===== src/rtl/spu_pkg.sv =====
`default_nettype none
// +--------------------------------------------------------------------------+
// | Module   : spu_pkg                                                       |
// | Purpose  : Shared types for the SPU burst splitter: burst/len/size       |
// |            types, burst encodings, the beat record and a WRAP length     |
// |            legality helper.                                              |
// | Revision : 1.0 - initial release                                         |
// +--------------------------------------------------------------------------+
package spu_pkg;

  typedef logic [7:0] len_t;   // beats per burst minus one
  typedef logic [2:0] size_t;  // log2 of bytes per beat

  typedef enum logic [1:0] {
    BURST_FIXED = 2'b00,
    BURST_INCR  = 2'b01,
    BURST_WRAP  = 2'b10,
    BURST_RSVD  = 2'b11
  } burst_t;

  localparam int unsigned BEAT_ADDR_W_MAX = 64;
  localparam int unsigned BEAT_ID_W_MAX   = 16;

  // One emitted beat, sized for the widest supported configuration.
  typedef struct packed {
    logic [BEAT_ADDR_W_MAX-1:0] addr;
    len_t                       idx;
    logic                       last;
    logic [BEAT_ID_W_MAX-1:0]   id;
  } beat_rec_t;

  // A WRAP burst is only well formed for 2, 4, 8 or 16 beats.
  function automatic logic wrap_len_legal(input len_t len);
    return (len == 8'd1) || (len == 8'd3) || (len == 8'd7) || (len == 8'd15);
  endfunction

endpackage
`default_nettype wire


===== src/rtl/spu_beat_addr_step.sv =====
`default_nettype none
// +--------------------------------------------------------------------------+
// | Module   : spu_beat_addr_step                                            |
// | Purpose  : Combinational next-beat address generator.                    |
// |   cur_addr_i  : address of the beat being retired                        |
// |   size_i      : log2 bytes per beat                                      |
// |   len_i       : beats minus one (wrap region size)                       |
// |   burst_i     : effective burst type (RSVD never arrives here)           |
// |   boundary_i  : lower wrap boundary latched at acceptance                |
// |   next_addr_o : address of the following beat                            |
// | Config   : SPU_BURST_WRAP_EN adds the wrap comparison; without it the    |
// |            len/boundary inputs are ignored.                              |
// | Revision : 1.0 - initial release                                         |
// +--------------------------------------------------------------------------+
module spu_beat_addr_step
  import spu_pkg::*;
#(
  parameter int unsigned AddrWidth = 64
) (
  input  logic [AddrWidth-1:0] cur_addr_i,
  input  size_t                size_i,
  input  len_t                 len_i,
  input  burst_t               burst_i,
  input  logic [AddrWidth-1:0] boundary_i,
  output logic [AddrWidth-1:0] next_addr_o
);

  logic [AddrWidth-1:0] w_step;
  logic [AddrWidth-1:0] w_aligned;
  logic [AddrWidth-1:0] w_incr;

  // Only the first beat may be unaligned; every later beat starts from the
  // aligned copy, so aligning the current address each step is harmless.
  assign w_step    = {{(AddrWidth-1){1'b0}}, 1'b1} << size_i;
  assign w_aligned = cur_addr_i & ~(w_step - {{(AddrWidth-1){1'b0}}, 1'b1});
  assign w_incr    = w_aligned + w_step;

`ifdef SPU_BURST_WRAP_EN
  localparam logic [AddrWidth-1:0] c_one = {{(AddrWidth-1){1'b0}}, 1'b1};

  logic [AddrWidth-1:0] w_wrap_bytes;
  logic [AddrWidth-1:0] w_wrap_end;

  assign w_wrap_bytes = ({{(AddrWidth-8){1'b0}}, len_i} + c_one) << size_i;
  // Steps are aligned multiples from inside the region, so the increment
  // lands exactly on the end address (including modulo roll-over).
  assign w_wrap_end   = boundary_i + w_wrap_bytes;

  always_comb begin
    next_addr_o = w_incr;
    case (burst_i)
      BURST_FIXED: next_addr_o = cur_addr_i;
      BURST_WRAP:  next_addr_o = (w_incr == w_wrap_end) ? boundary_i : w_incr;
      default:     next_addr_o = w_incr;
    endcase
  end
`else
  logic w_unused;
  assign w_unused = ^{len_i, boundary_i};

  always_comb begin
    next_addr_o = w_incr;
    case (burst_i)
      BURST_FIXED: next_addr_o = cur_addr_i;
      default:     next_addr_o = w_incr;
    endcase
  end
`endif

endmodule
`default_nettype wire


===== src/rtl/spu_burst_splitter.sv =====
`default_nettype none
// +--------------------------------------------------------------------------+
// | Module   : spu_burst_splitter                                            |
// | Purpose  : Splits an AXI-style burst request into individual beats.      |
// | Ports    :                                                               |
// |   clk_i, rst_ni         : clock, async active-low reset                  |
// |   req_valid_i/ready_o   : request handshake                              |
// |   req_addr/len/size/burst/id_i : request fields                          |
// |   beat_valid_o/ready_i  : beat handshake                                 |
// |   beat_addr/idx/last/id_o : current beat                                 |
// |   busy_o                : burst in progress                              |
// |   wrap_err_o            : single-cycle pulse when a request is accepted  |
// |                           with a reserved burst or an unusable WRAP      |
// | Config   : SPU_BURST_WRAP_EN enables wrapping bursts; when undefined     |
// |            every WRAP request is emitted as INCR and flagged.            |
// | Revision : 1.0 - initial release                                         |
// +--------------------------------------------------------------------------+
module spu_burst_splitter
  import spu_pkg::*;
#(
  parameter int unsigned AddrWidth = 64,
  parameter int unsigned IdWidth   = 4
) (
  input  logic                 clk_i,
  input  logic                 rst_ni,
  input  logic                 req_valid_i,
  output logic                 req_ready_o,
  input  logic [AddrWidth-1:0] req_addr_i,
  input  len_t                 req_len_i,
  input  size_t                req_size_i,
  input  burst_t               req_burst_i,
  input  logic [IdWidth-1:0]   req_id_i,
  output logic                 beat_valid_o,
  input  logic                 beat_ready_i,
  output logic [AddrWidth-1:0] beat_addr_o,
  output logic [7:0]           beat_idx_o,
  output logic                 beat_last_o,
  output logic [IdWidth-1:0]   beat_id_o,
  output logic                 busy_o,
  output logic                 wrap_err_o
);

  typedef enum logic [0:0] {
    ST_IDLE  = 1'b0,
    ST_BURST = 1'b1
  } state_t;

  state_t               r_state;
  state_t               w_state_nxt;

  logic [AddrWidth-1:0] r_addr;
  len_t                 r_idx;
  len_t                 r_len;
  size_t                r_size;
  burst_t               r_burst;
  logic [IdWidth-1:0]   r_id;

  logic                 w_beat_hs;
  logic                 w_last;
  logic                 w_last_hs;
  logic                 w_accept;
  logic                 w_wrap_ok;
  logic                 w_req_err;
  burst_t               w_req_burst;
  logic [AddrWidth-1:0] w_next_addr;
  logic [AddrWidth-1:0] w_boundary;

  // ---------------------------------------------------------------------
  // Beat-side status
  // ---------------------------------------------------------------------
  assign beat_valid_o = (r_state == ST_BURST);
  assign w_beat_hs    = beat_valid_o && beat_ready_i;
  assign w_last       = beat_valid_o && (r_idx == r_len);
  assign w_last_hs    = w_beat_hs && w_last;

  assign beat_addr_o  = r_addr;
  assign beat_idx_o   = r_idx;
  assign beat_last_o  = w_last;
  assign beat_id_o    = r_id;

  // ---------------------------------------------------------------------
  // Request classification
  // ---------------------------------------------------------------------
`ifdef SPU_BURST_WRAP_EN
  localparam logic [AddrWidth-1:0] c_one = {{(AddrWidth-1){1'b0}}, 1'b1};

  logic [AddrWidth-1:0] w_wrap_bytes;
  logic [AddrWidth-1:0] w_boundary_in;
  logic [AddrWidth-1:0] r_boundary;

  assign w_wrap_ok     = (req_burst_i == BURST_WRAP) && wrap_len_legal(req_len_i);
  assign w_wrap_bytes  = ({{(AddrWidth-8){1'b0}}, req_len_i} + c_one) << req_size_i;
  assign w_boundary_in = req_addr_i & ~(w_wrap_bytes - c_one);

  always_ff @(posedge clk_i or negedge rst_ni) begin
    if (!rst_ni) begin
      r_boundary <= '0;
    end else if (w_accept) begin
      r_boundary <= w_boundary_in;
    end
  end

  assign w_boundary = r_boundary;
`else
  assign w_wrap_ok  = 1'b0;
  assign w_boundary = '0;
`endif

  // Unusable WRAP and the reserved code both degrade to INCR.
  assign w_req_err = (req_burst_i == BURST_RSVD) ||
                     ((req_burst_i == BURST_WRAP) && !w_wrap_ok);

  always_comb begin
    w_req_burst = BURST_INCR;
    if (req_burst_i == BURST_FIXED) begin
      w_req_burst = BURST_FIXED;
    end else if (w_wrap_ok) begin
      w_req_burst = BURST_WRAP;
    end
  end

  assign wrap_err_o = w_accept && w_req_err;

  // ---------------------------------------------------------------------
  // FSM
  // ---------------------------------------------------------------------
  always_ff @(posedge clk_i or negedge rst_ni) begin
    if (!rst_ni) begin
      r_state <= ST_IDLE;
    end else begin
      r_state <= w_state_nxt;
    end
  end

  // Ready is raised during the last-beat handshake so that a waiting
  // request is taken in the same cycle and its first beat follows directly.
  always_comb begin
    w_state_nxt = r_state;
    req_ready_o = 1'b0;
    busy_o      = 1'b0;
    w_accept    = 1'b0;
    case (r_state)
      ST_IDLE: begin
        req_ready_o = 1'b1;
        w_accept    = req_valid_i;
        if (req_valid_i) begin
          w_state_nxt = ST_BURST;
        end
      end
      ST_BURST: begin
        busy_o = 1'b1;
        if (w_last_hs) begin
          req_ready_o = 1'b1;
          w_accept    = req_valid_i;
          w_state_nxt = req_valid_i ? ST_BURST : ST_IDLE;
        end
      end
      default: w_state_nxt = ST_IDLE;
    endcase
  end

  // ---------------------------------------------------------------------
  // Beat datapath
  // ---------------------------------------------------------------------
  always_ff @(posedge clk_i or negedge rst_ni) begin
    if (!rst_ni) begin
      r_addr  <= '0;
      r_idx   <= '0;
      r_len   <= '0;
      r_size  <= '0;
      r_burst <= BURST_FIXED;
      r_id    <= '0;
    end else if (w_accept) begin
      r_addr  <= req_addr_i;
      r_idx   <= '0;
      r_len   <= req_len_i;
      r_size  <= req_size_i;
      r_burst <= w_req_burst;
      r_id    <= req_id_i;
    end else if (w_beat_hs && !w_last) begin
      r_addr  <= w_next_addr;
      r_idx   <= r_idx + 8'd1;
    end
  end

  spu_beat_addr_step #(
    .AddrWidth (AddrWidth)
  ) u_addr_step (
    .cur_addr_i  (r_addr),
    .size_i      (r_size),
    .len_i       (r_len),
    .burst_i     (r_burst),
    .boundary_i  (w_boundary),
    .next_addr_o (w_next_addr)
  );

endmodule
`default_nettype wire


===== config.mk =====
export PLATFORM = sky130hd
export DESIGN_NAME = spu_burst_splitter
export DESIGN_NICKNAME = d
export VERILOG_FILES = /design/src/rtl/spu_pkg.sv /design/src/rtl/spu_beat_addr_step.sv /design/src/rtl/spu_burst_splitter.sv
export SDC_FILE = /design/constraint.sdc
export NUM_CORES = 1
export LEC_CHECK = 0
export CELL_PAD_IN_SITES_DETAIL_PLACEMENT = 0
export CELL_PAD_IN_SITES_GLOBAL_PLACEMENT = 1
export CORE_ASPECT_RATIO = 0.75
export CORE_MARGIN = 2
export CORE_UTILIZATION = 34
export DETAILED_ROUTE_END_ITERATION = 16
export MAX_ROUTING_LAYER = met4
export PLACE_DENSITY_LB_ADDON = 0.1
export SYNTH_ARGS = -nofsm -noshare
export SYNTH_HDL_FRONTEND = slang
export SYNTH_HIERARCHICAL = 1
export SYNTH_SLANG_ARGS = --single-unit

===== constraint.sdc =====
create_clock -name clk_i -period 3.3 [get_ports clk_i]
set_input_delay 0.495 -clock clk_i [delete_from_list [all_inputs] [get_ports clk_i]]
set_output_delay 0.495 -clock clk_i [all_outputs]
set_load 0.01 [all_outputs]

==> summary.txt, run 1 <==
Cells and area
  • Util after Layout: 48.6%
  • Layout area overhead: 41.2%
  • Antenna diodes: 0
  • Final #Nets: 975
  • Cell Count, Final, Fillers Out: 1,142
  • Layout cells sized above 1: 17.3%

Global route
  • GRT Resource Usage Total: 22.6%
  • First-pass GRT wire length: 35.4 mm
  • Total grt overflow: 0
  • Number of global-route vias before repair: 6,420
  • Largest net degree at the start of global routing: 82
  • Antenna violations before repair: 0

STA
  • RSZ-0062 raised after global routing: true
  • Max Fclk: 0.302 GHz
  • Clock Skews: 9.27 ps
  • Worst-Margin Slew: 895 ps
  • Max-slew violation count: 0
  • Hold Vio Cnt, Final: 0
  • Final setup margin: -8.77 ps
  • Final period utilization: 100%
  • Min cycle time layout: 3310 ps
  • # setup viols final: 1
  • Relative slew slack: 40.4%
  • Sum Neg Setup Slack: -8.77 ps

Clock network
  • Worst-Skew Late Latency: 360 ps
  • Longest Clk Path Bufs: 2
  • Clk root buf: clkbuf_16
  • CTS tree: done
  • Total number of H-tree levels: 3
  • CTS buffer count: 9
  • Clk slew on worst S/H paths: 70 ps
  • # clock sinks: 89

Die
  • Chip width: 165 um
  • Starting density of the core: 34.4%
  • Die height: 125 um
  • Core Area: 19,200 um2
  • # rows: 44
  • Die area: 20,600 um2
  • IO Count: 166

Placed design
  • Routability cong.: 0.823
  • Cell total after placement: 1,116
  • Number of port buffers: 165
  • Post-detail-place hpwl: 15.3 mm
  • Place WS: -226 ps

Logic synthesis
  • Synth warn: 6
  • Synth top area share: 33.7%
  • Synth top cells by count: dfrtp_1, nand2_1, o21a_1, o32a_1, xor2_1
  • Synthesized instance count: 704
  • Leading area contributor after synthesis: dfrtp_1
  • Top FF cell, synth: dfrtp_1
  • Syn Area/Cell: 9.39 um2
  • Synth top area cells: dfrtp_1, o32a_1, o21a_1
  • Post-synth EDFFs: 0
  • Synth Cell Area: 6610 um2
  • Most common cell in the netlist: dfrtp_1
  • Synth Register Bits: 89
  • Synth cell types: 75
  • Asr flop ratio synth: 100%
  • Sequential element share of the synthesized area: 33.7%

Worst setup path
  • CP endpoint kind: flop
  • Critical path class: flop to flop
  • Setup crit start kind: flop
  • Crit path max fanout: 12
  • Critical Path AT: 3550 ps
  • Required @ worst endpoint: 3550 ps

Power and ir drop
  • Sequential fraction of design power: 27.6%
  • Pleak: 3.64 nW
  • Clk pwr share: 12.1%
  • Switching share of power: 43.5%
  • VDD IR max: 0.000335 V
  • P_sw: 3.62 mW
  • Comb power frac: 60.3%
  • P per Cell Area: 892 nW/um2
  • Int Power: 4.71 mW

Status
  • Status: finished, violations left
  • Failing checks: setup timing

Run
  • Max Cap Violations: 0

Min path
  • Hold WC Path Type: input port to async pin

Route
  • Total vias in the final route: 6,331
  • Drt pass-1 iters: 5
  • WL/cell: 19.5 um
  • Routed WL: 22.3 mm
  • Routed Antenna Nets: 0
  • Starting DRT DRC Count: 566
  • Vias per cell: 5.54
  • Post-route DRC: 0
## flip-flops by register name, summed over array words and instances, names as in the netlist
| register | cells |
|---|---|
| beat_addr_o | 64 |
| beat_id_o | 4 |
| beat_idx_o | 8 |
| beat_valid_o | 1 |
| r_burst | 1 |
| r_len | 8 |
| r_size | 3 |
## power by group through the flow
stage / clock network [mW] / registers, mW / logic, mW
2_1_floorplan: 0 / 2.27 / 2.83
3_3_place_gp: 0 / 2.28 / 4.68
3_5_place_dp: 0 / 2.31 / 4.74
4_1_cts: 1.04 / 2.30 / 4.89
5_1_grt: 1.08 / 2.41 / 5.44
6_report: 1.01 / 2.30 / 5.02
## metrics by stage
step	power, mW	hold slack, ps	cell area (um2)
2_1_floorplan	5.10	199	6660
3_3_place_gp	6.96	479	8710
3_5_place_dp	7.05	501	8710
4_1_cts	8.23	156	9130
5_1_grt	8.93	170	9330
6_report	8.33	129	9330
## worst max-delay path: stages, from the launching register on
cell       delay (ps)
dfrtp_1           410
buf_4             150
or3b_4            390
ha_4              210
and3b_1           200
o21ai_0           100
a21oi_2           220
o2111ai_4         190
a2111oi_4         430
buf_6             190
nand4_1           120
xor2_1            190
o32a_1            280
o21a_1            110
## cell families (layout without fill, tap and decap cells)
logic type,after synthesis,after routing,synth area share (%)
and+or+nand+nor,260,260,22.1
AOI/OAI and AO/OA,194,194,24.4
muxes,17,17,3.61
adders and majority gates,6,6,1.14
other,1,2,0.0567
DFF,89,89,33.7
xor gates and xnor gates,71,71,9.41
buffers and inverters,66,250,5.68
## path summary, 6_finish.rpt
| path | startpoint | slack [ps] | depth (start not counted) | end |
|---|---|---|---|---|
| hold reg to reg | beat_id_o[3] | 510 | 1 | beat_id_o[3] |
| hold / removal | rst_ni | 130 | 1 | r_len[0] |
| setup / recovery | r_size[2] | -9 | 13 | beat_addr_o[62] |
| min in group clk_i | beat_id_o[3] | 510 | 1 | beat_id_o[3] |
| max in group asynchronous | rst_ni | 2470 | 2 | beat_addr_o[15] |
| setup reg to reg | r_size[2] | -9 | 13 | beat_addr_o[62] |
## repair_timing
action                     CTS  global route
cloned                       1             0
gates resized for setup     23            29
setup endpoints to repair   50            40
hold endpoints to repair     0             0
pin swaps                    7            27
hold buffers                 0             0
setup buffers                4             5
## layout by cell type, fill, tap and decap left out, drive strengths merged, types with 5 or more instances in the layout
cell / n
mux2: 15
a21o: 6
clkdlybuf4s50: 164
and3: 7
ha: 6
dfrtp: 89
clkbuf: 10
o21a: 64
o21ai: 15
nand4: 15
nor4: 14
inv: 16
nand2: 89
xor2: 54
or3: 9
nor3b: 5
nor3: 16
a21oi: 20
xnor2: 17
o32a: 64
buf: 55
nor2: 41
nand3: 28
## area by class of cell
type                            count  area [um2]
Multi-Input combinational cell    550        4320
Clock inverter                      6        41.3
Timing Repair Buffer              219        2140
Sequential cell                    89        2230
Tap cell                          253         317
Clock buffer                       10         239
Fill cell                        1797        9880
Inverter                           15        56.3
## layer usage
layer  wire, um  GRT usage, %  vias up  part of all wire, %
li1           -             -     2984                    -
met1      10800          32.0     3116                   48
met2       9980          33.6      216                   45
met3       1360          4.46       15                  6.1
met4        210          4.45        0                 0.94
met5          0             -        -                    0
Note: power is estimated with default switching activity, not from simulation.
==> run 2, diff against run 1 <==
--- a/config.mk
+++ b/config.mk
@@ -5,6 +5,7 @@
 export SDC_FILE = /design/constraint.sdc
 export NUM_CORES = 1
 export LEC_CHECK = 0
+export ABC_CLOCK_PERIOD_IN_PS = 3300
 export CELL_PAD_IN_SITES_DETAIL_PLACEMENT = 0
 export CELL_PAD_IN_SITES_GLOBAL_PLACEMENT = 1
 export CORE_ASPECT_RATIO = 0.75
==> results of run 2 <==
Final layout, timing and power as in run 1 (identical DEF).
==> run 3, diff against run 2 <==
--- a/config.mk
+++ b/config.mk
@@ -6,12 +6,14 @@
 export NUM_CORES = 1
 export LEC_CHECK = 0
 export ABC_CLOCK_PERIOD_IN_PS = 3300
+export CAP_MARGIN = 20
 export CELL_PAD_IN_SITES_DETAIL_PLACEMENT = 0
 export CELL_PAD_IN_SITES_GLOBAL_PLACEMENT = 1
 export CORE_ASPECT_RATIO = 0.75
 export CORE_MARGIN = 2
 export CORE_UTILIZATION = 34
 export DETAILED_ROUTE_END_ITERATION = 16
+export GPL_ROUTABILITY_DRIVEN = 0
 export MAX_ROUTING_LAYER = met4
 export PLACE_DENSITY_LB_ADDON = 0.1
 export SYNTH_ARGS = -nofsm -noshare
==> results of run 3 <==
Final layout, timing and power as in run 1 (identical DEF).
